<file path="src/rtl/tdm_demux4_if.sv">
// tdm_demux4_if -- bus bundle for the 4-channel TDM demultiplexer.
//
// Groups the serial input side (din, din_valid, sync), the word output side
// (q0..q3, out_valid, out_ready) and the status flags (locked, sync_err,
// overrun). clk/rst stay plain module ports.
//
// Modports:
//   slave  : the demultiplexer (consumes serial beats, drives words/status)
//   master : the environment (drives serial beats and out_ready)
//
// Parameter:
//   W : bits per channel word (= frames per word), 2..32
interface tdm_demux4_if #(
  parameter int unsigned W = 8
);
  logic         din;
  logic         din_valid;
  logic         sync;
  logic [W-1:0] q0;
  logic [W-1:0] q1;
  logic [W-1:0] q2;
  logic [W-1:0] q3;
  logic         out_valid;
  logic         out_ready;
  logic         locked;
  logic         sync_err;
  logic         overrun;

  modport slave (
    input  din, din_valid, sync, out_ready,
    output q0, q1, q2, q3, out_valid, locked, sync_err, overrun
  );

  modport master (
    output din, din_valid, sync, out_ready,
    input  q0, q1, q2, q3, out_valid, locked, sync_err, overrun
  );
endinterface

</file>
<file path="src/rtl/tdm_demux4.sv">
// tdm_demux4 -- four-channel time-division demultiplexer.
//
// Recovers slot alignment from a frame sync marker on the slot-0 beat,
// routes each slot's bit into that channel's shift register (first bit
// received ends up as the MSB) and, after W frames, presents the four
// W-bit words on a valid/ready output.
//
// Ports:
//   clk : rising-edge clock
//   rst : synchronous, active-high reset
//   bus : tdm_demux4_if.slave
//         din/din_valid/sync in, out_ready in,
//         q0..q3/out_valid out, locked/sync_err/overrun status out
//
// Parameter:
//   W : bits per channel word, also frames per word (2..32)
//
// Build option:
//   TDM_DEMUX_SYNC_CHECK_EN : when defined, sync is checked on every valid
//   beat in LOCKED; misplaced sync realigns, missing sync drops to HUNT.
//   When undefined, sync is ignored once locked and sync_err is always 0.
module tdm_demux4 #(
  parameter int unsigned W = 8
) (
  input  logic            clk,
  input  logic            rst,
  tdm_demux4_if.slave     bus
);

  localparam int unsigned FCW = (W > 1) ? $clog2(W) : 1;

  typedef enum logic {
    HUNT,
    LOCKED
  } state_t;

  state_t         state_q,  state_d;
  logic [1:0]     slot_q,   slot_d;
  logic [FCW-1:0] fcnt_q,   fcnt_d;
  logic [W-1:0]   sh_q [4];
  logic [W-1:0]   sh_d [4];
  logic [W-1:0]   word_q [4];
  logic [W-1:0]   word_d [4];
  logic           valid_q,  valid_d;
  logic           err_q,    err_d;
  logic           ovr_q,    ovr_d;
  logic           complete;

  always_comb begin
    state_d  = state_q;
    slot_d   = slot_q;
    fcnt_d   = fcnt_q;
    sh_d     = sh_q;
    word_d   = word_q;
    valid_d  = valid_q;
    err_d    = 1'b0;
    ovr_d    = 1'b0;
    complete = 1'b0;

    if (bus.din_valid) begin
      unique case (state_q)
        HUNT: begin
          // The sync beat itself carries the slot-0 bit of frame 0.
          if (bus.sync) begin
            state_d  = LOCKED;
            slot_d   = 2'd1;
            fcnt_d   = '0;
            sh_d[0]  = {sh_q[0][W-2:0], bus.din};
          end
        end
        LOCKED: begin
          sh_d[slot_q] = {sh_q[slot_q][W-2:0], bus.din};
          slot_d       = slot_q + 2'd1;
          if (slot_q == 2'd3) begin
            if (fcnt_q == FCW'(W - 1)) begin
              fcnt_d   = '0;
              complete = 1'b1;
            end else begin
              fcnt_d = fcnt_q + 1'b1;
            end
          end
`ifdef TDM_DEMUX_SYNC_CHECK_EN
          // Framing errors override the normal shift/advance above.
          if (bus.sync && (slot_q != 2'd0)) begin
            err_d    = 1'b1;
            complete = 1'b0;
            sh_d     = '{default: '0};
            sh_d[0]  = {{(W-1){1'b0}}, bus.din};
            slot_d   = 2'd1;
            fcnt_d   = '0;
          end else if (!bus.sync && (slot_q == 2'd0)) begin
            err_d    = 1'b1;
            complete = 1'b0;
            sh_d     = '{default: '0};
            state_d  = HUNT;
            slot_d   = 2'd0;
            fcnt_d   = '0;
          end
`endif
        end
        default: ;
      endcase
    end

    // A completion takes priority over a plain transfer: if the held set
    // leaves on this edge the new set replaces it and valid stays high.
    if (complete) begin
      if (!valid_q || bus.out_ready) begin
        word_d[0] = sh_d[0];
        word_d[1] = sh_d[1];
        word_d[2] = sh_d[2];
        word_d[3] = sh_d[3];
        valid_d   = 1'b1;
      end else begin
        ovr_d = 1'b1;
      end
    end else if (valid_q && bus.out_ready) begin
      valid_d = 1'b0;
    end
  end

  always_ff @(posedge clk) begin
    if (rst) begin
      state_q <= HUNT;
      slot_q  <= '0;
      fcnt_q  <= '0;
      sh_q    <= '{default: '0};
      word_q  <= '{default: '0};
      valid_q <= 1'b0;
      err_q   <= 1'b0;
      ovr_q   <= 1'b0;
    end else begin
      state_q <= state_d;
      slot_q  <= slot_d;
      fcnt_q  <= fcnt_d;
      sh_q    <= sh_d;
      word_q  <= word_d;
      valid_q <= valid_d;
      err_q   <= err_d;
      ovr_q   <= ovr_d;
    end
  end

  assign bus.q0        = word_q[0];
  assign bus.q1        = word_q[1];
  assign bus.q2        = word_q[2];
  assign bus.q3        = word_q[3];
  assign bus.out_valid = valid_q;
  assign bus.locked    = (state_q == LOCKED);
  assign bus.sync_err  = err_q;
  assign bus.overrun   = ovr_q;

endmodule

</file>
<file path="src/flat_wrapper.sv">
// flat-port wrapper written by rule: the top's interface ports become plain ports
module tdm_demux4_flat 
#(
  parameter int unsigned W = 8
)
  (clk, rst, bus_din, bus_din_valid, bus_sync, bus_out_ready, bus_q0, bus_q1, bus_q2, bus_q3, bus_out_valid, bus_locked, bus_sync_err, bus_overrun);
  tdm_demux4_if #(.W(W)) bus_i ();
  input  logic clk;
  input  logic rst;
  input wire logic [$bits(bus_i.din)-1:0] bus_din;
  input wire logic [$bits(bus_i.din_valid)-1:0] bus_din_valid;
  input wire logic [$bits(bus_i.sync)-1:0] bus_sync;
  input wire logic [$bits(bus_i.out_ready)-1:0] bus_out_ready;
  output wire logic [$bits(bus_i.q0)-1:0] bus_q0;
  output wire logic [$bits(bus_i.q1)-1:0] bus_q1;
  output wire logic [$bits(bus_i.q2)-1:0] bus_q2;
  output wire logic [$bits(bus_i.q3)-1:0] bus_q3;
  output wire logic [$bits(bus_i.out_valid)-1:0] bus_out_valid;
  output wire logic [$bits(bus_i.locked)-1:0] bus_locked;
  output wire logic [$bits(bus_i.sync_err)-1:0] bus_sync_err;
  output wire logic [$bits(bus_i.overrun)-1:0] bus_overrun;
  assign bus_i.din = bus_din;
  assign bus_i.din_valid = bus_din_valid;
  assign bus_i.sync = bus_sync;
  assign bus_i.out_ready = bus_out_ready;
  assign bus_q0 = bus_i.q0;
  assign bus_q1 = bus_i.q1;
  assign bus_q2 = bus_i.q2;
  assign bus_q3 = bus_i.q3;
  assign bus_out_valid = bus_i.out_valid;
  assign bus_locked = bus_i.locked;
  assign bus_sync_err = bus_i.sync_err;
  assign bus_overrun = bus_i.overrun;
  tdm_demux4 #(.W(W)) u_core (.clk(clk), .rst(rst), .bus(bus_i));
endmodule
</file>
<file path="config.mk">
export PLATFORM = sky130hd
export DESIGN_NAME = tdm_demux4_flat
export DESIGN_NICKNAME = d
export VERILOG_FILES = /design/src/rtl/tdm_demux4_if.sv /design/src/rtl/tdm_demux4.sv /design/src/flat_wrapper.sv
export SDC_FILE = /design/constraint.sdc
export NUM_CORES = 1
export LEC_CHECK = 0
export ABC_AREA = 1
export CAP_MARGIN = 0
export CORE_AREA = 8 8 108 71
export DETAILED_ROUTE_END_ITERATION = 8
export DIE_AREA = 0 0 116 79
export MAX_ROUTING_LAYER = met4
export PLACE_DENSITY = 0.77
export REMOVE_ABC_BUFFERS = 1
export SETUP_SLACK_MARGIN = 0.02
export SYNTH_ARGS = -nofsm -noshare
export SYNTH_HDL_FRONTEND = slang
export SYNTH_SLANG_ARGS = --single-unit
</file>
<file path="constraint.sdc">
create_clock -name clk -period 2.6 [get_ports clk]
set_clock_uncertainty 0.15 [all_clocks]
set_input_delay 0.52 -clock clk [delete_from_list [all_inputs] [get_ports clk]]
set_output_delay 0.52 -clock clk [all_outputs]
set_load 0.02 [all_outputs]
</file>
# Word-level counts from Yosys, hierarchy flattened

Index checks and enable logic that the tools add are counted.

Bits in registers: 72
Latch bits: 0
Memory bits (writable): 0
ROM bits: 0
Output and inout bits: 36
Memories kept: 0

$add $sub $neg: 2
Multipliers: 0
Divide/modulo/power cells: 0
$lt $le $gt $ge: 2
Eq/ne operators: 5
Shift-type cells: 0
Multiplexer cells: 26
Bitwise gates (word level): 3
Reductions and logical operators: 10

Operators with widths:

| cell                  | number |
|---|---|
| $bwmux W32            | 1 |
| $mux W32              | 1 |
| $mux W24              | 1 |
| $bmux W8 S2           | 1 |
| $demux W8 S2          | 1 |
| $mux W8               | 2 |
| $pmux W8 S2           | 1 |
| $mux W7               | 2 |
| $mux W1               | 10 |
| $mux W3               | 3 |
| $ne A2 B2 Y1 const B  | 3 |
| $pmux W3 S2           | 1 |
| $reduce_and A2 Y1     | 3 |
| $pmux W2 S2           | 1 |
| $add A3 B1 Y3 const B | 1 |
| $eq A3 B3 Y1 const B  | 1 |
| $ge A3 B3 Y1 const B  | 1 |
| $lt A3 B1 Y1 const B  | 1 |
| $not A2 Y3            | 1 |
| $reduce_and A3 Y1     | 1 |
| $add A2 B1 Y2 const B | 1 |
| $eq A2 B2 Y1 const B  | 1 |
| $logic_and A1 B1 Y1   | 2 |
| $mux W2               | 1 |
| other kinds (5)       | 6 |

# Longest topological paths before layout

Word-level depth: 8
Mapped depth: 11
Mapped depth without buffers: 9

# Worst setup path before layout

OpenSTA, ideal clock, no wires.

Path type: register to register
Start point: register u_core.slot_q[1]
End point: register u_core.word_q (netlist bit u_core.bus.q0[0])
Setup time: 0.113 ns
Arrival time: 1.562 ns
Setup slack: 0.775 ns
Stages on the path, launching flop included: 10
Buffers on the path: 1
Clock period less this slack: 1.825 ns
Cell sequence: dfxtp_1 buf_4 clkinv_1 ha_1 nand2_1 inv_2 o21ai_2 o21ai_0 o21ai_1 inv_1

Longest elaborated chain between the ends: 8
Elaborated cells on any way between the ends: 14
Those cells by class: order compare: 2; eq/ne: 1; mux: 8; bitwise: 1; reduce/logical: 2

RTL lines:

| what                                                                      | line              | source |
|---|---|---|
| start, declared                                                           | tdm_demux4.sv:38  | `logic [1:0] slot_q, slot_d;` |
| start signal, assigned                                                    | tdm_demux4.sv:134 | `slot_q <= slot_d;` |
| $not A2 Y3 (implied by the code)                                          | tdm_demux4.sv:72  | `sh_d[slot_q] = {sh_q[slot_q][W-2:0], bus.din};` |
| $ge A3 B3 Y1 (implied by the code) / $lt A3 B1 Y1 (equally long branches) | tdm_demux4.sv:72  |  |
| $logic_and A1 B1 Y1 (implied by the code)                                 | tdm_demux4.sv:72  |  |
| $mux W8 (implied by the code)                                             | tdm_demux4.sv:72  |  |
| $demux W8 S2                                                              | tdm_demux4.sv:72  |  |
| $bwmux W32                                                                | tdm_demux4.sv:72  |  |
| $pmux W8 S2                                                               | tdm_demux4.sv:61  | `unique case (state_q)` |
| $mux W32                                                                  | tdm_demux4.sv:60  | `if (bus.din_valid) begin` |
| end signal, assigned                                                      | tdm_demux4.sv:137 | `word_q <= word_d;` |
| end, declared                                                             | tdm_demux4.sv:42  | `logic [W-1:0] word_q [4];` |

Parallel ways exist; a longest one is shown, timed or not.
A chain may end at the register's enable or synchronous reset.

# Worst setup path in the final report

Start point: register u_core.state_q, in the netlist u_core.bus.locked
End point: output port bus_locked

RTL lines:

| what                   | line               | source |
|---|---|---|
| start, declared        | tdm_demux4.sv:37   | `state_t state_q, state_d;` |
| start signal, assigned | tdm_demux4.sv:133  | `state_q <= state_d;` |
| end, declared          | flat_wrapper.sv:19 | `output wire logic [$bits(bus_i.locked)-1:0] bus_locked;` |

No word-level cell between the ends.

==> impl_results.md <==
- Status: finished clean
- Clock buffer depth: 2
- Top cells by area, synth: dfxtp_1, nand2_1, nor2_1
- Synth warn: 0
- Setup TNS: 0 ns
- Sw Share: approximately 24%
- Final instance area: between 3000 and 4000 um2
- CTS tree: done
- Max-cap violation count: 0
- Area after DPL: 3628 um2
- Tot Pwr: between 2 and 2.5 mW
- Min cycle time layout: roughly 2.2 ns
- Unrepaired setup endpoints after global routing: false
- Nets: between 500 and 600
- Antenna diode count: 0
- Tcrit/Tclk final: a little under nine tenths
- Detailed placer's ending HPWL: slightly above 5000 um
- Share of cells above drive strength 1: around 7.6%
- Initial Util: roughly half
- Max Freq: ~450 MHz
- Buffers on Ports: 40
- Hold_ws: about 0.27 ns
- Combinational Power Share: about 8%
- Setup bufs post-CTS: 0
- Synth cell count leaders: nand2_1, nor2_1, dfxtp_1
- IO Count: 42
- Core area: just over 6000 um2
- DIE WIDTH: roughly 120 um
- Count of different cell masters after synthesis: 24
- CP startpoint kind: register
- Async SR Flop Fraction: 0%
- Top-area cell type share of the netlist area: between 40% and 50%
- VDD IR max: between 0.3 and 0.4 mV
- Number of synthesized flops with an enable pin: 0
- Final WL: 7182 um
- Initial antenna violation count: 0
- First-pass GRT wire length: 12100 um
- Worst skew pair latency: about 0.34 ns
- P_int: about 1.6 mW
- Root Driver: clkbuf_8
- Total track usage: 16.81%
- Crit Path Class: register to primary output
- Synth Area per Inst: around 7 um2
- Post-synthesis register bit count: just over 70
- Synth Flop Type: dfxtp_1
- Vias in the first global route: ~2600
- Routed vias: between 2000 and 3000
- Crit-path slowest cell: clkdlybuf4s50_1
- Gpl congestion: about 0.85
- Post-route ant nets: 0
- Area of the die: 9164 um2
- # setup viols final: 0
- Clock group share of total power: slightly below 40%
- Htree depth: 3
- Worst hold path class: primary input to register
- Die Ht: slightly below 80 um
- Worst path max stage delay: 0.68 ns
- Maximum number of pins on one net before global-route repair: 40
- Crit path buf inv count: 1
- Clk slew on worst S/H paths: 0.08 ns
- Global route overflow: 0
- Clock tree sinks: 72
- Slew Viols, Final: 0
- Num rows: 23
- CP cell instances: clkdlybuf4s50_1
- Area grow syn2layout: 17.94%
- Cells after Synth: 458
- Critical Path Fanout Max: 8
- PostCTS Resize Cnt: 0
- Area of the mapped netlist: 3229 um2
- DR iter-0 viols: roughly 180
- Family with the most delay on the worst path: buffers and inverters
- Vias per inst: approximately 4.8
- Sequential area share after synthesis: approximately 45%
- Final Hold Viols: 0
- CP Capture Type: primary output
- Most frequent cell after synthesis: nand2_1
- Psw: ~520 uW
- Worst Path Required: roughly 1.9 ns
- CTS Buf Count: 9
- Reg power frac: 53.0%
- Crit path DAT: roughly 1.6 ns
- Area leader, netlist: dfxtp_1
- 1st-pass router iterations: 5
- DRC viols: 0
- WL/cell: roughly 12 um
- LEAKAGE: ~1.7 nW
- Hold-fix buffers, CTS: 0
- Power Density: between 500 and 600 nW/um2
-- per-layer routing --
metal	global-route usage, %	share of wire (%)	up-vias
li1	-	-	1473
met2	24.20	42	90
met5	-	0	-
met1	22.85	50	1269
met4	3.089	0.65	0
met3	5.072	7.7	6
-- registers in the layout, summed over array words and instances (netlist names) --
| name | flops |
|---|---|
| u_core.fcnt_q | 3 |
| u_core.sh_q | 32 |
| u_core.bus.locked | 1 |
| u_core.bus.out_valid | 1 |
| u_core.bus.q2 | 8 |
| u_core.bus.overrun | 1 |
| u_core.bus.q1 | 8 |
| u_core.slot_q | 2 |
| u_core.bus.q3 | 8 |
| u_core.bus.q0 | 8 |
-- metrics by stage --
stage / utilization [%] / std cells / setup slack, ns
floorplan: - / 435 / 0.4539
global placement: 58.37 / 571 / 0.4184
detailed placement: 58.37 / 571 / 0.3870
CTS: 61.27 / 587 / 0.3546
global route: 61.27 / 587 / 0.3079
finish: 61.27 / 587 / 0.3601
-- cells by family after synthesis --
group,synth area share [%]
compound gates,12.59
fa+ha+maj,2.325
buf+inv,12.90
flops,44.63
other cells,0.1161
simple gates,27.43
-- path summary, 6_finish.rpt --
kind                     start          endpoint  slack (ns)  depth (start not counted)
min reg2reg   u_core.bus.q3[0]  u_core.bus.q3[0]        0.37                          2
max          u_core.bus.locked        bus_locked        0.36                          1
max reg2reg   u_core.slot_q[0]  u_core.bus.q3[6]        0.60                          8
min                        rst   u_core.sh_q[24]        0.27                          2
-- area by class of cell --
cell class,count,area (um2)
clock buffers,12,135.1
clock inverters,4,45.04
fillers,601,2407
inverters,65,244.0
multi-input cells,298,1371
flip-flops and latches,72,1441
well taps,87,108.9
repair buffers,49,462.9
-- power by group through the flow --
stage                     sequential [mW]  combinational [mW]  clock, mW
after CTS                            1.13               0.171      0.852
after global placement               1.16               0.166          0
after detailed placement             1.16               0.171          0
after floorplan                      1.16              0.0983          0
final                                1.13               0.172      0.832
after global routing                 1.13               0.194      0.901
-- cell usage in the layout (no fill, tap or decap), drive strengths merged --
cell and instances:
a211oi 3, ha 6, buf 10, bufinv 1, a21oi 18, nor3 4
conb 1, dfxtp 72, nand3 15, nor2 86, inv 64, clkdlybuf4s50 39
nand2 110, clkinv 4, o21ai 55, clkbuf 12
(Power assumes the default switching activity.)
